### config.mk
export PLATFORM = sky130hd
export DESIGN_NAME = cmd_sender
export DESIGN_NICKNAME = d
export VERILOG_FILES = /design/src/rtl/cmd_sender.sv
export SDC_FILE = /design/constraint.sdc
export NUM_CORES = 1
export LEC_CHECK = 0
export BUFFER_PORTS_ARGS = -buffer_cell sky130_fd_sc_hd__buf_2
export CORE_MARGIN = 1.5
export CORE_UTILIZATION = 55
export CTS_BUF_LIST = sky130_fd_sc_hd__clkbuf_8
export CTS_CLUSTER_DIAMETER = 150
export DETAILED_ROUTE_END_ITERATION = 8
export PLACE_DENSITY = 0.77
export SYNTH_ARGS = -nofsm -noshare
export SYNTH_HDL_FRONTEND = slang
export SYNTH_SLANG_ARGS = --single-unit
### constraint.sdc
create_clock -name clk -period 1.85 [get_ports clk]
set_clock_uncertainty 0.05 [all_clocks]
set_input_delay 0.0925 -clock clk [delete_from_list [all_inputs] [get_ports clk]]
set_output_delay 0.0925 -clock clk [all_outputs]
set_load 0.01 [all_outputs]
### src/rtl/cmd_sender.sv
// cmd_sender: serializes {cmd, data[15:8], data[7:0]} as three 8N1 bytes on TX
// and receives single-byte responses on RX.
// Optional response watchdog is built when CMD_SENDER_TIMEOUT_EN is defined.
module cmd_sender #(
    parameter int BAUD_DIV    = 2604,
    parameter int TIMEOUT_CYC = 1 << 22
) (
    input  logic        clk,
    input  logic        rst_n,
    input  logic        snd_cmd,
    input  logic [7:0]  cmd,
    input  logic [15:0] data,
    input  logic        clr_resp_rdy,
    input  logic        RX,
    output logic        TX,
    output logic        busy,
    output logic        cmd_sent,
    output logic [7:0]  resp,
    output logic        resp_rdy,
    output logic        timeout
);

    localparam logic [11:0] BAUD_LAST = 12'(BAUD_DIV - 1);
    localparam logic [11:0] HALF_LAST = 12'(BAUD_DIV / 2 - 1);

    typedef enum logic [1:0] {IDLE, START, BITS, STOP} tx_state_t;
    typedef enum logic [1:0] {R_IDLE, R_START, R_DATA} rx_state_t;

    tx_state_t   state, state_nxt;
    logic [23:0] shadow;
    logic [7:0]  tx_shift;
    logic [11:0] baud_cnt, bit_cnt;
    logic [1:0]  byte_idx;
    logic        tick, accept, frame_done, tx_bit, done_q;

    rx_state_t   rstate, rstate_nxt;
    logic        rx_s1, rx_s2, rx_prev, rx_fall, rx_done;
    logic [11:0] rx_cnt, rx_bit;
    logic [7:0]  rx_shift;

    assign tick    = (baud_cnt == BAUD_LAST);
    assign rx_fall = rx_prev & ~rx_s2;

    // TX state register
    always_ff @(posedge clk or negedge rst_n) begin
        if (!rst_n) state <= IDLE;
        else        state <= state_nxt;
    end

    // TX next state and the line level of the current bit
    always_comb begin
        state_nxt  = state;
        accept     = 1'b0;
        frame_done = 1'b0;
        tx_bit     = 1'b1;
        case (state)
            IDLE: if (snd_cmd) begin
                accept    = 1'b1;
                state_nxt = START;
            end
            START: begin
                tx_bit = 1'b0;
                if (tick) state_nxt = BITS;
            end
            BITS: begin
                tx_bit = tx_shift[0];
                if (tick && bit_cnt == 12'd8) state_nxt = STOP;
            end
            STOP: if (tick) begin
                if (byte_idx == 2'd2) begin
                    frame_done = 1'b1;
                    state_nxt  = IDLE;
                end else begin
                    state_nxt = START;
                end
            end
            default: state_nxt = IDLE;
        endcase
    end

    // TX datapath: baud/bit counters, shadow capture, byte selection and shifting
    always_ff @(posedge clk or negedge rst_n) begin
        if (!rst_n) begin
            baud_cnt <= '0;
            bit_cnt  <= '0;
            byte_idx <= '0;
            shadow   <= '0;
            tx_shift <= '0;
        end else begin
            if (state == IDLE || tick) baud_cnt <= '0;
            else                       baud_cnt <= baud_cnt + 12'd1;

            // bit_cnt walks start(0), data(1..8), stop(9) within each byte
            if (state == IDLE) bit_cnt <= '0;
            else if (tick)     bit_cnt <= (bit_cnt == 12'd9) ? 12'd0 : bit_cnt + 12'd1;

            if (accept) begin
                shadow   <= {cmd, data};
                tx_shift <= cmd;
                byte_idx <= 2'd0;
            end else if (state == BITS && tick) begin
                tx_shift <= {1'b0, tx_shift[7:1]};
            end else if (state == STOP && tick && byte_idx != 2'd2) begin
                byte_idx <= byte_idx + 2'd1;
                tx_shift <= (byte_idx == 2'd0) ? shadow[15:8] : shadow[7:0];
            end
        end
    end

    // TX outputs: the line is registered once, so busy/cmd_sent trail the FSM by one extra cycle
    always_ff @(posedge clk or negedge rst_n) begin
        if (!rst_n) begin
            TX       <= 1'b1;
            done_q   <= 1'b0;
            cmd_sent <= 1'b0;
            busy     <= 1'b0;
        end else begin
            TX       <= tx_bit;
            done_q   <= frame_done;
            cmd_sent <= done_q;
            if (accept)      busy <= 1'b1;
            else if (done_q) busy <= 1'b0;
        end
    end

    // RX synchronizer and previous-sample flop for falling-edge detection
    always_ff @(posedge clk or negedge rst_n) begin
        if (!rst_n) begin
            rx_s1   <= 1'b1;
            rx_s2   <= 1'b1;
            rx_prev <= 1'b1;
        end else begin
            rx_s1   <= RX;
            rx_s2   <= rx_s1;
            rx_prev <= rx_s2;
        end
    end

    // RX state register
    always_ff @(posedge clk or negedge rst_n) begin
        if (!rst_n) rstate <= R_IDLE;
        else        rstate <= rstate_nxt;
    end

    // RX next state: confirm start mid-bit, then nine full-period samples (8 data + stop)
    always_comb begin
        rstate_nxt = rstate;
        rx_done    = 1'b0;
        case (rstate)
            R_IDLE:  if (rx_fall) rstate_nxt = R_START;
            R_START: if (rx_cnt == HALF_LAST) rstate_nxt = rx_s2 ? R_IDLE : R_DATA;
            R_DATA:  if (rx_cnt == BAUD_LAST && rx_bit == 12'd8) begin
                rx_done    = 1'b1;
                rstate_nxt = R_IDLE;
            end
            default: rstate_nxt = R_IDLE;
        endcase
    end

    // RX counters and LSB-first shift register
    always_ff @(posedge clk or negedge rst_n) begin
        if (!rst_n) begin
            rx_cnt   <= '0;
            rx_bit   <= '0;
            rx_shift <= '0;
        end else begin
            case (rstate)
                R_START: begin
                    rx_cnt <= (rx_cnt == HALF_LAST) ? 12'd0 : rx_cnt + 12'd1;
                    rx_bit <= '0;
                end
                R_DATA: begin
                    if (rx_cnt == BAUD_LAST) begin
                        rx_cnt <= '0;
                        rx_bit <= rx_bit + 12'd1;
                        if (rx_bit != 12'd8) rx_shift <= {rx_s2, rx_shift[7:1]};
                    end else begin
                        rx_cnt <= rx_cnt + 12'd1;
                    end
                end
                default: begin
                    rx_cnt <= '0;
                    rx_bit <= '0;
                end
            endcase
        end
    end

    // Response register; a completing byte beats a simultaneous clear
    always_ff @(posedge clk or negedge rst_n) begin
        if (!rst_n) begin
            resp     <= 8'h00;
            resp_rdy <= 1'b0;
        end else begin
            if (rx_done) begin
                resp     <= rx_shift;
                resp_rdy <= 1'b1;
            end else if (clr_resp_rdy || accept) begin
                resp_rdy <= 1'b0;
            end
        end
    end

`ifdef CMD_SENDER_TIMEOUT_EN
    localparam int TW = $clog2(TIMEOUT_CYC + 1);
    logic [TW-1:0] to_cnt;
    logic          to_run;

    // Response watchdog: armed by cmd_sent, disarmed by a response or a new command
    always_ff @(posedge clk or negedge rst_n) begin
        if (!rst_n) begin
            to_cnt  <= '0;
            to_run  <= 1'b0;
            timeout <= 1'b0;
        end else begin
            timeout <= 1'b0;
            if (accept || resp_rdy) begin
                to_run <= 1'b0;
                to_cnt <= '0;
            end else if (cmd_sent) begin
                to_run <= 1'b1;
                to_cnt <= TW'(1);
            end else if (to_run) begin
                if (to_cnt == TW'(TIMEOUT_CYC - 1)) begin
                    timeout <= 1'b1;
                    to_run  <= 1'b0;
                end else begin
                    to_cnt <= to_cnt + TW'(1);
                end
            end
        end
    end
`else
    // No watchdog: constant 0 (the parameter is only compared so it stays referenced)
    assign timeout = (TIMEOUT_CYC < 0);
`endif

endmodule

==> summary.txt, run 1 <==
CTS
  • H-tree levels: 3
  • Sink Count: 102
  • Clock Tree Root: clkbuf_8
  • Clock slew at reported path FFs: 0.10 ns
  • CTS Buf Count: 9
  • Bufs on Longest Clock Path: 2
  • Skew-Pair Late Insertion Delay: 0.37 ns
  • TritonCTS clock tree: yes

Finish
  • Area growth, synth to finish: 32.5%
  • # diodes: 0
  • Highest-count cells in the layout ignoring fill and taps: dfrtp_1, nand2_1, buf_4
  • Share of post-route cells with drive strength above 1: 30.1%
  • Fill count: 545
  • Commonest non-fill, non-tap cell in the layout: dfrtp_1
  • Nets: 670
  • Final design area excluding fillers: 6530 um^2

GRT
  • Largest net degree at the start of global routing: 44
  • Tot GR Track Use: 26.4%
  • Grt total ovfl: 0
  • Initial antenna violation count: 0
  • Global-route wire length before repair: 20.2 mm
  • Vias in the first global route: 4,255

Die
  • CORE AREA: 8720 um^2
  • Die ar.: 9540 um^2
  • Die W: 97.7 um
  • Initial core utilization: 56.5%
  • Chip height: 97.7 um
  • I/O pin count: 42
  • Rows: 34

Power and ir drop
  • Seq pwr share: 55.2%
  • Pwr dens: 637 nW/um^2
  • Leakage Power: 3.15 nW
  • Power Internal: 3.07 mW
  • Switching Fraction: 26.1%
  • Clock power share: 31.7%
  • Maximum vdd drop: 0.497 mV
  • Net Sw Power: 1.09 mW
  • Combinational Power Share: 13.1%

Logic synthesis
  • Simple-gate share of the synthesized area: 21.2%
  • Synth cell types: 51
  • Synth Register Bits: 102
  • Average size of a mapped cell: 10.1 um^2
  • Yosys warns: 0
  • Syn nets: 535
  • Primary FF master, synth: dfrtp_1
  • Main combinational cell family by area after synthesis: simple AND/OR/NAND/NOR gates
  • Adder-cell area share of the yosys netlist: 4.57%
  • Xor-xnor portion of the synthesized cell area: 4.98%
  • Syn Inst Count: 488
  • Post-synthesis mux area share: 5.51%
  • Cell Area, Synth: 4930 um^2
  • Post-synth EDFFs: 0
  • Register area share after synthesis: 51.9%
  • Async S/R FF share, synth: 100%
  • Compound-gate portion of the synthesized area: 9.22%

Critical path
  • Reg2reg path depth: 5
  • R2R Path Start: baud_cnt[2]$_DFF_PN0_
  • Max FO, Critical Path: 6
  • CP startpoint kind: flip-flop
  • CP arrival: 2.19 ns
  • Crit path kind: reg2reg
  • Crit. End Element: flip-flop
  • FF-to-FF End: bit_cnt[8]$_DFFE_PN0N_
  • Flop-to-flop setup slack: -0.09 ns
  • CP required: 2.10 ns

STA
  • Fin crit period: 1.94 ns
  • Least-Margin Pin Slew: 0.580 ns
  • Slew HR: 61.3%
  • Post-route setup slack: -0.0861 ns
  • Final period utilization: 105%
  • Hold Slack: 0.153 ns
  • Final hold vios: 0
  • RSZ-0062 raised after global routing: true
  • Max Slew Vio Count: 0
  • Final setup fails: 31
  • Fmax: 516 MHz

Route
  • Routed length per instance: 17.0 um
  • Final wirelength: 12.5 mm
  • DRC: 0
  • DRT Pass-1 Iters: 5
  • Via Count: 4,245
  • Vias per cell: 5.77
  • Number of DRC markers in iteration 0: 147
  • Final ANT Viol Nets: 0

Min path
  • Hold wc startpoint: snd_cmd
  • WHS Endpoint: state[1]$_DFFE_PN0P_
  • Hold WC Path Type: in2reg
  • Worst Hold Path Cells: 3

Placement
  • Final GP Congestion: 0.845
  • PortBufs: 40
  • Placed inst area: 5710 um^2
  • Post-DP HPWL: 7.46 mm

Run status
  • Status: finished, violations left
  • Failing checks: negative setup slack

Run
  • Max Cap Viol: 0
[worst max-delay path, cell delays in order, from the launching register on]
cell     delay, ns
dfrtp_1       0.40
or4_4         0.58
o31ai_4       0.28
nand2_4       0.12
or3_1         0.36
o21ai_1       0.08
[synthesized netlist by cell type (all sizes together), types with 3 or more instances]
master / instances / share of area [%]
a22oi: 7 / 1.1
o31ai: 6 / 1.2
dfstp: 4 / 2.1
and3: 17 / 2.2
o21ai: 33 / 3.4
dfrtp: 98 / 50
nor4: 4 / 0.51
ha: 18 / 4.6
mux2: 17 / 3.9
or3: 5 / 0.63
clkbuf: 8 / 0.61
nor3: 8 / 1.1
xor2: 13 / 2.3
nand4: 9 / 1.1
xnor2: 15 / 2.7
nand2b: 5 / 0.63
nor2: 45 / 3.4
nand2: 76 / 5.9
buf: 4 / 0.43
nand3: 23 / 2.3
and2: 4 / 0.51
a21oi: 14 / 1.4
inv: 20 / 1.5
mux2i: 8 / 1.6
nor4bb: 3 / 0.61
[power by group through the flow]
stage | combinational, mW | clock (mW) | sequential [mW]
final | 0.543 | 1.32 | 2.30
after global placement | 0.449 | 0 | 2.34
after floorplan | 0.223 | 0 | 2.33
after global routing | 0.590 | 1.43 | 2.30
after detailed placement | 0.468 | 0 | 2.34
after CTS | 0.513 | 1.34 | 2.29
[stage by stage]
stage | instances | worst slack, ns | util, % | TNS, ns | total power [mW]
after floorplan | 488 | -0.0821 | - | -0.181 | 2.56
after detailed placement | 679 | -0.0814 | 65.5 | -0.805 | 2.81
after global routing | 736 | -0.137 | 74.9 | -3.06 | 4.32
after CTS | 729 | -0.0666 | 73.2 | -0.185 | 4.15
after global placement | 679 | -0.0265 | 65.5 | -0.0869 | 2.78
final | 736 | -0.0861 | 74.9 | -0.942 | 4.16
[how the worst max path moves through the flow]
stage / from / endpoint / depth (start not counted)
after global placement: baud_cnt[2]$_DFF_PN0_ / bit_cnt[5]$_DFFE_PN0N_ / 5
after global routing: baud_cnt[2]$_DFF_PN0_ / bit_cnt[8]$_DFFE_PN0N_ / 5
after floorplan: baud_cnt[2]$_DFF_PN0_ / bit_cnt[8]$_DFFE_PN0N_ / 5
final: baud_cnt[2]$_DFF_PN0_ / bit_cnt[8]$_DFFE_PN0N_ / 5
after CTS: baud_cnt[2]$_DFF_PN0_ / bit_cnt[8]$_DFFE_PN0N_ / 5
after detailed placement: baud_cnt[2]$_DFF_PN0_ / tx_shift[1]$_DFFE_PN0P_ / 5
[layout make-up]
type	instances	area, um^2	share of cell area [%]
Inverter	20	75.1	1.15
Timing Repair Buffer	136	1060	16.2
Sequential cell	102	2560	39.2
Clock buffer	10	138	2.11
Multi-Input combinational cell	354	2520	38.6
Clock inverter	6	43.8	0.671
Tap cell	108	135	2.07
[metal layers]
layer | part of all wire [%] | vias to the layer above | track usage (%) | wire length, um
met5 | 0 | - | 0 | 0
met1 | 40 | 2124 | 32.1 | 5000
met2 | 54 | 125 | 46.6 | 6770
met4 | 2.8 | 0 | 9.01 | 353
li1 | - | 1959 | - | -
met3 | 3.4 | 37 | 5.54 | 422
[flip-flops by register name, indices dropped and copies added (netlist names)]
| name | count |
|---|---|
| rx_s2 | 1 |
| done_q | 1 |
| busy | 1 |
| rx_bit | 12 |
| state | 2 |
| shadow | 16 |
| rx_cnt | 12 |
| tx_shift | 8 |
| byte_idx | 2 |
| cmd_sent | 1 |
| resp_rdy | 1 |
| resp | 8 |
| rx_s1 | 1 |
| rx_shift | 8 |
| bit_cnt | 12 |
| rstate | 2 |
| baud_cnt | 12 |
| rx_prev | 1 |
| TX | 1 |
[cells by family after synthesis]
logic type      Yosys count
simple gates            210
compound gates           72
other cells               1
fa+ha+maj                18
flops                   102
buf+inv                  32
xor+xnor                 28
mux                      25
[timing repair]
action | in CTS | in global routing
hold buffers | 27 | 0
pin swaps | 10 | 12
hold endpoints to repair | 63 | 0
gates resized for setup | 38 | 34
cloned | 0 | 1
setup buffers | 7 | 7
setup endpoints to repair | 37 | 52
Note: power is estimated with default switching activity, not from simulation.
==> inputs of run 2 (changes only) <==
--- a/config.mk
+++ b/config.mk
@@ -6,12 +6,14 @@
 export NUM_CORES = 1
 export LEC_CHECK = 0
 export BUFFER_PORTS_ARGS = -buffer_cell sky130_fd_sc_hd__buf_2
+export CELL_PAD_IN_SITES_DETAIL_PLACEMENT = 0
+export CELL_PAD_IN_SITES_GLOBAL_PLACEMENT = 1
 export CORE_MARGIN = 1.5
-export CORE_UTILIZATION = 55
+export CORE_UTILIZATION = 44
 export CTS_BUF_LIST = sky130_fd_sc_hd__clkbuf_8
 export CTS_CLUSTER_DIAMETER = 150
 export DETAILED_ROUTE_END_ITERATION = 8
-export PLACE_DENSITY = 0.77
+export PLACE_DENSITY_LB_ADDON = 0.1
 export SYNTH_ARGS = -nofsm -noshare
 export SYNTH_HDL_FRONTEND = slang
 export SYNTH_SLANG_ARGS = --single-unit
==> run 2 against run 1 <==
The flow still finishes with violations (negative setup slack). Critical path depth did not move. Largest power group unchanged. Sequential cell count did not move. Sequential power barely moved. Register-to-register slack improved by 0.02 ns. Worst hold slack got worse by 0.043 ns. Highest routed layer unchanged. Final area rose by 1.1%. Die area rose by 24%. Maximum frequency rose by 1.2%. Combinational power barely moved. First-iteration DRC count rose by 29%. Clock-buffer cell count did not move. Routed wire length fell by 12%.
==> summary.txt, run 2 (synthesized netlist as in run 1, its figures left out) <==
STA
  • Fmax: 523 MHz
  • Final setup fails: 5
  • Final period utilization: 103%
  • Least-Margin Pin Slew: 0.578 ns
  • Slew HR: 61.5%
  • Max Slew Vio Count: 0
  • Final hold vios: 0
  • Fin crit period: 1.91 ns
  • Post-route setup slack: -0.0631 ns
  • RSZ-0062 raised after global routing: true

Critical path
  • Count of buffer and inverter cells on the critical path: 0
  • Crit. End Element: flip-flop
  • FF-to-FF End: bit_cnt[8]$_DFFE_PN0N_
  • Critical Path Max Stage Delay: 0.58 ns
  • CP startpoint kind: flip-flop
  • Max FO, Critical Path: 6
  • Worst path slowest cell: or4_4
  • CP required: 2.11 ns
  • Reg2reg path depth: 5
  • Crit-path leading delay family: simple AND/OR/NAND/NOR gates
  • Flop-to-flop setup slack: -0.06 ns
  • Crit path kind: reg2reg
  • Crit. Startpoint: baud_cnt[2]$_DFF_PN0_
  • Ordered cell list for the critical path: or4_4 -> o31ai_4 -> nand2_4 -> or3_1 -> o21ai_1
  • CP arrival: 2.17 ns
  • R2R Path Start: baud_cnt[2]$_DFF_PN0_

Min path
  • Hold wc startpoint: snd_cmd
  • WHS Endpoint: state[1]$_DFFE_PN0P_
  • Worst Hold Path Cells: 3
  • Hold WC Path Type: in2reg

Power and ir drop
  • Switching Fraction: 24.9%
  • Seq pwr share: 53.8%
  • Clock power share: 33.5%
  • Leakage Power: 3.15 nW
  • Combinational Power Share: 12.7%
  • Net Sw Power: 1.06 mW
  • Power Internal: 3.20 mW
  • Pwr dens: 646 nW/um^2
  • Maximum vdd drop: 0.585 mV

Finish
  • Largest Register: shadow
  • Commonest non-fill, non-tap cell in the layout: dfrtp_1
  • Highest-count cells in the layout ignoring fill and taps: dfrtp_1, nand2_1, buf_4
  • Multi-input logic area: 2540 um^2
  • Area growth, synth to finish: 34.0%
  • Share of post-route cells with drive strength above 1: 29.9%
  • Final Non-Filler Cells: 768
  • Flip-flop count of the largest register after layout: 16
  • Total area of sequential cells: 2560 um^2
  • Nets: 670
  • Final core occ: 60.7%
  • # diodes: 0
  • Fill count: 965

CTS
  • Clock Tree Root: clkbuf_8
  • Clock slew at reported path FFs: 0.09 ns
  • CTS Buf Count: 9
  • Bufs on Longest Clock Path: 2
  • TritonCTS clock tree: yes
  • Skew-Pair Late Insertion Delay: 0.38 ns
  • H-tree levels: 3
  • Sink Count: 102

GRT
  • Tot GR Track Use: 19.9%
  • Global-route wire length before repair: 18.2 mm
  • Initial antenna violation count: 0
  • Largest net degree at the start of global routing: 46
  • Vias in the first global route: 3,853
  • Grt total ovfl: 0

Run
  • Max Cap Viol: 0

Placement
  • Final GP Congestion: 0.770
  • Post-Place Cells: 721
  • PortBufs: 40
  • Post-DP HPWL: 7.56 mm

Die
  • CORE AREA: 10,900 um^2
  • Die W: 109 um
  • Rows: 38
  • Chip height: 109 um
  • Initial core utilization: 45.3%
  • Die ar.: 11,800 um^2
  • I/O pin count: 42

Route
  • Vias per cell: 5.18
  • DRC: 0
  • Final ANT Viol Nets: 0
  • Routed length per instance: 14.3 um
  • DRT Pass-1 Iters: 4
  • Via Count: 3,980
  • Number of DRC markers in iteration 0: 190
  • Final wirelength: 11.0 mm

Run status
  • Failing checks: negative setup slack
  • Status: finished, violations left
run 2: tightest hold or removal path: stages:
cell and delay (ns):
buf_2 0.12, o221a_4 0.23, o21ai_1 0.06
run 2: how the worst max path moves through the flow:
stage	endpoint	depth (start not counted)
final	bit_cnt[8]$_DFFE_PN0N_	5
after global routing	rstate[1]$_DFFE_PN0P_	6
after floorplan	bit_cnt[8]$_DFFE_PN0N_	5
after CTS	bit_cnt[8]$_DFFE_PN0N_	5
after detailed placement	rstate[1]$_DFFE_PN0P_	6
after global placement	rstate[1]$_DFFE_PN0P_	6
run 2: layer usage:
metal / global-route usage, % / part of all wire, % / routed length, um
met4: 5.92 / 1.2 / 135
met5: 0 / 0 / 0
met3: 5.32 / 2.4 / 265
met2: 33.3 / 50 / 5540
met1: 25.2 / 46 / 5050
run 2: power by group through the flow:
stage          combinational (mW)  clock (mW)  sequential, mW
4_1_cts                     0.519        1.49            2.29
3_5_place_dp                0.470           0            2.34
2_1_floorplan               0.223           0            2.33
3_3_place_gp                0.458           0            2.33
6_report                    0.543        1.43            2.29
5_1_grt                     0.599        1.56            2.30
run 2: repair_timing:
item / in CTS / in global routing
hold endpoints to repair: 62 / 0
buffers inserted: 1 / 4
hold buffers: 27 / 0
pin swaps: 6 / 16
cloned: 0 / 0
endpoints found under the setup margin: 41 / 63
gates resized for setup: 23 / 55
run 2: cell type report:
class	count	share of cell area, %
timing repair buffer	136	16.0
tap	140	2.65
clock buffer	10	2.08
inverter	20	1.14
clock inverter	6	0.947
multi-input combinational	354	38.5
sequential	102	38.7
run 2: per-stage QoR:
step	power, mW	TNS, ns	hold WS (ns)	setup WS [ns]	instance area (um^2)
2_1_floorplan	2.56	-0.181	-0.253	-0.0821	4980
3_3_place_gp	2.79	-1.21	0.0575	-0.106	5830
3_5_place_dp	2.81	-2.13	0.0711	-0.163	5830
4_1_cts	4.30	-0.374	0.0931	-0.0790	6380
5_1_grt	4.46	-2.11	0.120	-0.144	6600
6_report	4.26	-0.197	0.110	-0.0631	6600
==> inputs of run 3 (changes only) <==
--- a/config.mk
+++ b/config.mk
@@ -13,6 +13,7 @@
 export CTS_BUF_LIST = sky130_fd_sc_hd__clkbuf_8
 export CTS_CLUSTER_DIAMETER = 150
 export DETAILED_ROUTE_END_ITERATION = 8
+export GPL_TIMING_DRIVEN = 0
 export PLACE_DENSITY_LB_ADDON = 0.1
 export SYNTH_ARGS = -nofsm -noshare
 export SYNTH_HDL_FRONTEND = slang
==> run 3 against run 2 <==
The flow still finishes with violations (negative setup slack). Sequential cell count stayed put. Clock power barely moved. Global-route usage shrank 0.21 points.
==> summary.txt, run 3 (synthesized netlist as in run 1, its figures left out) <==
STA
  • Max Slew Vio Count: 0
  • Post-route setup slack: -0.174 ns
  • Fmax: 494 MHz
  • Final setup fails: 48
  • Least-Margin Pin Slew: 0.735 ns
  • Slew HR: 51.0%
  • Hold Slack: 0.138 ns
  • Setup_tns: -3.48 ns
  • Final hold vios: 0
  • Fin crit period: 2.02 ns
  • Final period utilization: 109%
  • RSZ-0062 raised after global routing: true

Finish
  • Nets: 639
  • Highest-count cells in the layout ignoring fill and taps: dfrtp_1, nand2_1, buf_2
  • Area growth, synth to finish: 34.2%
  • Final core occ: 60.8%
  • Share of post-route cells with drive strength above 1: 30.5%
  • # diodes: 0
  • Flip-flop count of the largest register after layout: 16
  • Largest Register: shadow
  • Commonest non-fill, non-tap cell in the layout: dfrtp_1
  • Final Non-Filler Cells: 737

Run status
  • Failing checks: negative setup slack
  • Status: finished, violations left

Critical path
  • Reg2reg path depth: 5
  • Crit path kind: reg2reg
  • CP startpoint kind: flip-flop
  • CP required: 2.12 ns
  • Crit. End Element: flip-flop
  • Max FO, Critical Path: 5
  • CP arrival: 2.29 ns

CTS
  • H-tree levels: 3
  • CTS Buf Count: 9
  • Clock Tree Root: clkbuf_8
  • Skew-Pair Late Insertion Delay: 0.39 ns
  • Sink Count: 102
  • Clock slew at reported path FFs: 0.11 ns
  • Bufs on Longest Clock Path: 2
  • TritonCTS clock tree: yes

Die
  • Rows: 38
  • Initial core utilization: 45.3%
  • I/O pin count: 42
  • Die W: 109 um
  • CORE AREA: 10,900 um^2
  • Die ar.: 11,800 um^2
  • Chip height: 109 um

Route
  • Final ANT Viol Nets: 0
  • Number of DRC markers in iteration 0: 132
  • DRT Pass-1 Iters: 6
  • Routed length per instance: 15.1 um
  • Vias per cell: 5.25
  • DRC: 0
  • Via Count: 3,870
  • Final wirelength: 11.2 mm

Min path
  • Worst Hold Path Cells: 3
  • Hold WC Path Type: in2reg

GRT
  • Largest net degree at the start of global routing: 57
  • Global-route wire length before repair: 18.2 mm
  • Grt total ovfl: 0
  • Vias in the first global route: 3,923
  • Tot GR Track Use: 19.7%
  • Initial antenna violation count: 0

Power and ir drop
  • Maximum vdd drop: 0.559 mV
  • Pwr dens: 647 nW/um^2
  • Leakage Power: 3.00 nW
  • Total power: 4.28 mW

Placement
  • Post-Place Cells: 669
  • Final GP Congestion: 0.804
  • PortBufs: 40
  • Post-DP HPWL: 6.75 mm

Run
  • Max Cap Viol: 0
run 3: per-layer routing:
layer	up-vias	track usage, %	wire [um]
met2	53	32.6	5580
li1	1901	-	-
met3	10	6.16	344
met5	-	0	0
met4	0	5.08	132
met1	1906	25.0	5110
run 3: area by class of cell:
class                   count  area, um^2
clock inverters             7        73.8
inverters                  20        75.1
repair buffers             96         818
flip-flops and latches    102        2560
clock buffers               9         124
multi-input cells         354        2720
well taps                 140         175
plain buffers               9        66.3
fillers                   924        4270
run 3: through the flow:
stage	cell area (um^2)	setup WS (ns)
global placement	5350	-0.517
global route	6620	-0.262
detailed placement	5380	-0.415
floorplan	4980	-0.0821
CTS	6260	-0.147
finish	6620	-0.174
run 3: where the power goes:
group / internal, mW / switching, mW
Clock: 0.627 / 0.805
Combinational: 0.269 / 0.276
Sequential: 2.27 / 0.0341
Total: 3.16 / 1.11
run 3: worst paths after layout:
path | endpoint | start | slack, ns
min | state[0]$_DFFE_PN0P_ | snd_cmd | 0.14
min in group asynchronous | rx_cnt[2]$_DFF_PN0_ | rst_n | 0.26
min reg2reg | rx_s2$_DFF_PN1_ | rx_s1$_DFF_PN1_ | 0.31
max in group asynchronous | TX$_DFF_PN1_ | rst_n | 0.76
max reg2reg | rstate[1]$_DFFE_PN0P_ | rx_cnt[9]$_DFF_PN0_ | -0.17
max | rstate[1]$_DFFE_PN0P_ | rx_cnt[9]$_DFF_PN0_ | -0.17
run 3: critical path: stages (launching register included):
cell and delay (ns):
dfrtp_1 0.44, nor4bb_1 0.36, nand4_1 0.21, a22o_4 0.32, or4b_1 0.47, o21ai_1 0.10
run 3: what timing repair did:
action                                 4_1_cts  5_1_grt
setup endpoints to repair                   80       90
cloned                                       0        1
endpoints found under the hold margin       81        0
gates resized for setup                     73       73
hold buffers                                27        0
setup buffers                               22        6
pin swaps                                   24       20
